$ cat src/rtl/approx_mac_accum.sv
// Accumulates a programmed number of 16-bit unsigned products into one ACC_W-bit
// result, presented with valid/ready and a sticky overflow flag.
module approx_mac_accum #(
    parameter int ACC_W    = 24,
    parameter int LEN_W    = 8,
    parameter bit SATURATE = 1'b1
) (
    input  logic             clk,
    input  logic             rst_n,
    input  logic             start_i,
    input  logic [LEN_W-1:0] len_i,
    output logic             busy_o,
    input  logic             prod_valid_i,
    output logic             prod_ready_o,
    input  logic [15:0]      prod_in_i,
    output logic             acc_valid_o,
    input  logic             acc_ready_i,
    output logic [ACC_W-1:0] acc_out_o,
    output logic             acc_ovf_o
);

    typedef enum logic [1:0] {
        S_IDLE  = 2'd0,
        S_ACCUM = 2'd1,
        S_DONE  = 2'd2
    } state_e;

    state_e             state_q, state_d;
    logic [ACC_W-1:0]   acc_q, acc_d;
    logic               ovf_q, ovf_d;
    logic [LEN_W-1:0]   count_q, count_d;
    logic               beat;
    logic [ACC_W:0]     sum;

    // One extra bit on the adder exposes the carry that marks overflow.
    assign beat = (state_q == S_ACCUM) && prod_valid_i;
    assign sum  = {1'b0, acc_q} + {{(ACC_W + 1 - 16){1'b0}}, prod_in_i};

    always_ff @(posedge clk or negedge rst_n) begin
        if (!rst_n) begin
            state_q <= S_IDLE;
            acc_q   <= '0;
            ovf_q   <= 1'b0;
            count_q <= '0;
        end else begin
            state_q <= state_d;
            acc_q   <= acc_d;
            ovf_q   <= ovf_d;
            count_q <= count_d;
        end
    end

    always_comb begin
        state_d = state_q;
        acc_d   = acc_q;
        ovf_d   = ovf_q;
        count_d = count_q;
        case (state_q)
            S_IDLE: begin
                if (start_i) begin
                    acc_d   = '0;
                    ovf_d   = 1'b0;
                    count_d = len_i;
                    state_d = (len_i == '0) ? S_DONE : S_ACCUM;
                end
            end
            S_ACCUM: begin
                if (beat) begin
                    count_d = count_q - 1'b1;
                    if (sum[ACC_W]) begin
                        ovf_d = 1'b1;
                        acc_d = SATURATE ? {ACC_W{1'b1}} : sum[ACC_W-1:0];
                    end else begin
                        acc_d = sum[ACC_W-1:0];
                    end
                    if (count_q == LEN_W'(1)) begin
                        state_d = S_DONE;
                    end
                end
            end
            S_DONE: begin
                if (acc_ready_i) begin
                    state_d = S_IDLE;
                end
            end
            default: begin
                state_d = S_IDLE;
            end
        endcase
    end

    // Handshake outputs come straight from the state register.
    assign busy_o       = (state_q != S_IDLE);
    assign prod_ready_o = (state_q == S_ACCUM);
    assign acc_valid_o  = (state_q == S_DONE);
    assign acc_out_o    = acc_q;
    assign acc_ovf_o    = ovf_q;

endmodule

$ cat config.mk
export PLATFORM = sky130hd
export DESIGN_NAME = approx_mac_accum
export DESIGN_NICKNAME = d
export VERILOG_FILES = /design/src/rtl/approx_mac_accum.sv
export SDC_FILE = /design/constraint.sdc
export NUM_CORES = 1
export LEC_CHECK = 0
export CAP_MARGIN = 20
export CORE_AREA = 5 5 82 84
export DETAILED_ROUTE_END_ITERATION = 7
export DIE_AREA = 0 0 87 89
export HOLD_SLACK_MARGIN = 0.1
export MAX_ROUTING_LAYER = met4
export PLACE_DENSITY_LB_ADDON = 0.25
export REMOVE_ABC_BUFFERS = 1
export SLEW_MARGIN = 20
export SYNTH_ARGS = -nofsm -noshare
export SYNTH_HDL_FRONTEND = slang
export SYNTH_SLANG_ARGS = --single-unit
$ cat constraint.sdc
create_clock -name clk -period 4 [get_ports clk]
set_input_delay 0.8 -clock clk [delete_from_list [all_inputs] [get_ports clk]]
set_output_delay 0.8 -clock clk [all_outputs]
set_load 0.01 [all_outputs]
==> impl_metrics.tcl <==
set metrics [dict create \
    status "completed" \
    final_common_cell "clkdlybuf4s50_1" \
    dieArea_um2 7743 \
    core_um2 5851 \
    drtPass1Iterations 4 \
    tightest_slew_ns 0.6245 \
    viasPerCell 5.881 \
    num_vias 2423 \
    cts_buffers 5 \
    fp-row-count 28 \
    power.total_mw 2.061 \
    grt_setup_unrepaired "no" \
    start_util_pct 44.33 \
    antenna_found_initial 0 \
    cts-root-buf "clkbuf_8" \
    final_util_pct 55.86 \
    post_cts_buffers 0 \
    ys_seq_area_share_pct 33.77 \
    drt_iter0_markers 117 \
    layout-drive-gt1-share_pct 8.902 \
    avgRoutedWirePerCell_um 16.47 \
    synth_cell_type_count 57 \
    n_antenna_cell 0 \
    critPathMaxStageDelay_ns 0.42 \
    cp_max_fo 14 \
    grt_overflow_total 0 \
    worst_slack_ns 0.6210 \
    netlist_instances 288 \
    clock_path_buffers 2 \
    cp_data_arrival_time_ns 3.56 \
    dieHeight_um 89 \
    use_met3_pct 3.226 \
    final_cell_mix "clkdlybuf4s50_1, dfrtp_1, nand2_1, nor2_1" \
    holdCritPathClass "flop to flop" \
    fillers 532 \
    synth-seq-cells 35 \
    grt_max_degree 36 \
    syn_area_um2 2594 \
    nets 384 \
    max_freq_mhz 295.9 \
    ant_nets 0 \
    post-route-min-period_ns 3.379 \
    io_pins 57 \
    drv_slew 0 \
    gr-usage-met2_pct 28.09 \
    startpoint_type "primary input" \
    crit_path_cell_trace "clkdlybuf4s50_1 -> ha_1 -> fa_1 -> a21o_1 -> nand4_1 -> a21oi_2 -> nor4_2 -> or2_1 -> nor4_4 -> buf_4 -> a221o_2" \
    cts_htree_levels 2 \
    syn_avg_cell_area_um2 9.006 \
    grtUsageMet1_pct 25.57 \
    drc_errors 0 \
    dp_hpwl_mm 4.916 \
    clk_pin_slew_ns 0.07 \
    synthArstFlopShare_pct 100.0 \
    finClkSkew_ns 0.004479 \
    worst-setup-path-type "primary input to flop" \
    holdBufCountCts 0 \
    io_buffers 56 \
    grt_pass1_vias 2331 \
    wirelength_mm 6.786 \
    area_growth_pct 26.00 \
    tritoncts "done" \
    grt_use_total_pct 18.47 \
    setup_viol 0 \
    preCtsSetupSlack_ns 0.3242 \
    required_ns 4.18 \
    p_leak_nw 1.410 \
    p_per_area_nw_per_um2 630.7 \
    cp-end-kind "flop" \
    drv_cap 0 \
    ir_drop_uv 331.3 \
    fin_crit_sh_pct 84.48 \
    gp_congestion 0.8801 \
    top_usage_layer "met2" \
    cts_resized 0 \
    slowest_stage "fa_1" \
    dominantRegCellSynth "dfrtp_1" \
    grt_pass1_wl_mm 11.14 \
    cts_sinks 35 \
    clkLatencyLatePin_ns 0.30 \
    die_w_um 87 \
    synth_warnings 0 \
    maxSlewHeadroom_pct 58.37 \
    hold_viol_final 0 \
    setup_tns_ns 0 \
    synth_edf_count 0 \
]
[Yosys cell counts, drive strengths merged, types with 4 or more instances]
cell type  instances  area (um2)
a211oi             5       42.54
a21o               8       61.31
a21oi             16       83.83
a221o             15       156.4
clkbuf            15       56.30
dfrtp             35       875.8
ha                18       225.2
inv                5       18.76
nand2             22       82.58
nand2b             4       25.02
nand3              9       45.04
nand4             10       62.56
nor2              19       71.32
nor3               8       40.04
nor4               4       46.29
o211ai             5       37.54
o21a               6       45.04
o21ai             21       105.1
or4                4       30.03
xnor2              6       52.55
xor2               6       52.55
[flip-flops by register name, summed over array words and instances (netlist names)]
signal and flops:
acc_out_o 24, acc_ovf_o 1, count_q 8, state_q 2
[worst max-delay path: cells and delay by family]
| kind | cells | cell delay (ns) |
|---|---|---|
| compound gates | 3 | 0.62 |
| buf+inv | 2 | 0.62 |
| simple gates | 4 | 0.84 |
| fa+ha+maj | 2 | 0.67 |
[logic make-up after synthesis]
family | count (synthesis) | synth area share [%]
AOI/OAI and AO/OA | 101 | 28.27
and+or+nand+nor | 97 | 20.02
DFF | 35 | 33.77
buffers and inverters | 23 | 4.052
adders and majority gates | 19 | 9.455
xor gates and xnor gates | 12 | 4.052
muxes | 1 | 0.3859
[worst paths after layout]
| check | from | endpoint | slack, ns | depth (start not counted) |
|---|---|---|---|---|
| worst max-delay path | prod_in_i[0] | acc_out_o[10] | 0.62 | 11 |
| worst min-delay path | count_q[7] | count_q[7] | 0.50 | 2 |
| worst max register to register | acc_out_o[0] | acc_out_o[10] | 1.15 | 10 |
| worst min register to register | count_q[7] | count_q[7] | 0.50 | 2 |
| max in group asynchronous | rst_n | acc_ovf_o | 2.75 | 2 |
| min in group asynchronous | rst_n | acc_out_o[9] | 0.92 | 2 |
[metal layers]
metal  part of all wire (%)  up-vias
met4                    1.1        0
met5                      0        -
met1                     49     1157
met3                    4.4        7
li1                       -     1204
met2                     45       55
[final cells by class]
| type | count | area, um2 | share of cell area [%] |
|---|---|---|---|
| multi-input combinational | 230 | 1613 | 49.35 |
| tap | 75 | 93.84 | 2.871 |
| sequential | 35 | 875.8 | 26.80 |
| inverter | 5 | 18.77 | 0.5743 |
| clock inverter | 3 | 15.01 | 0.4594 |
| timing repair buffer | 59 | 583.1 | 17.84 |
| clock buffer | 5 | 68.82 | 2.106 |
[power breakdown]
| part | internal [mW] | switching, mW | leakage (nW) |
|---|---|---|---|
| combinational | 0.578 | 0.642 | 0.908 |
| clock | 0.119 | 0.136 | 0.0477 |
| sequential | 0.472 | 0.114 | 0.454 |
| total | 1.17 | 0.892 | 1.41 |
[through the flow]
stage,area [um2],instances,hold WS (ns)
after floorplan,2507,270,0.4495
after global placement,3184,404,0.4656
after detailed placement,3184,404,0.4892
after CTS,3268,412,0.5058
after global routing,3268,412,0.5471
final,3268,412,0.5031
Power figures use the tool's default switching activity.
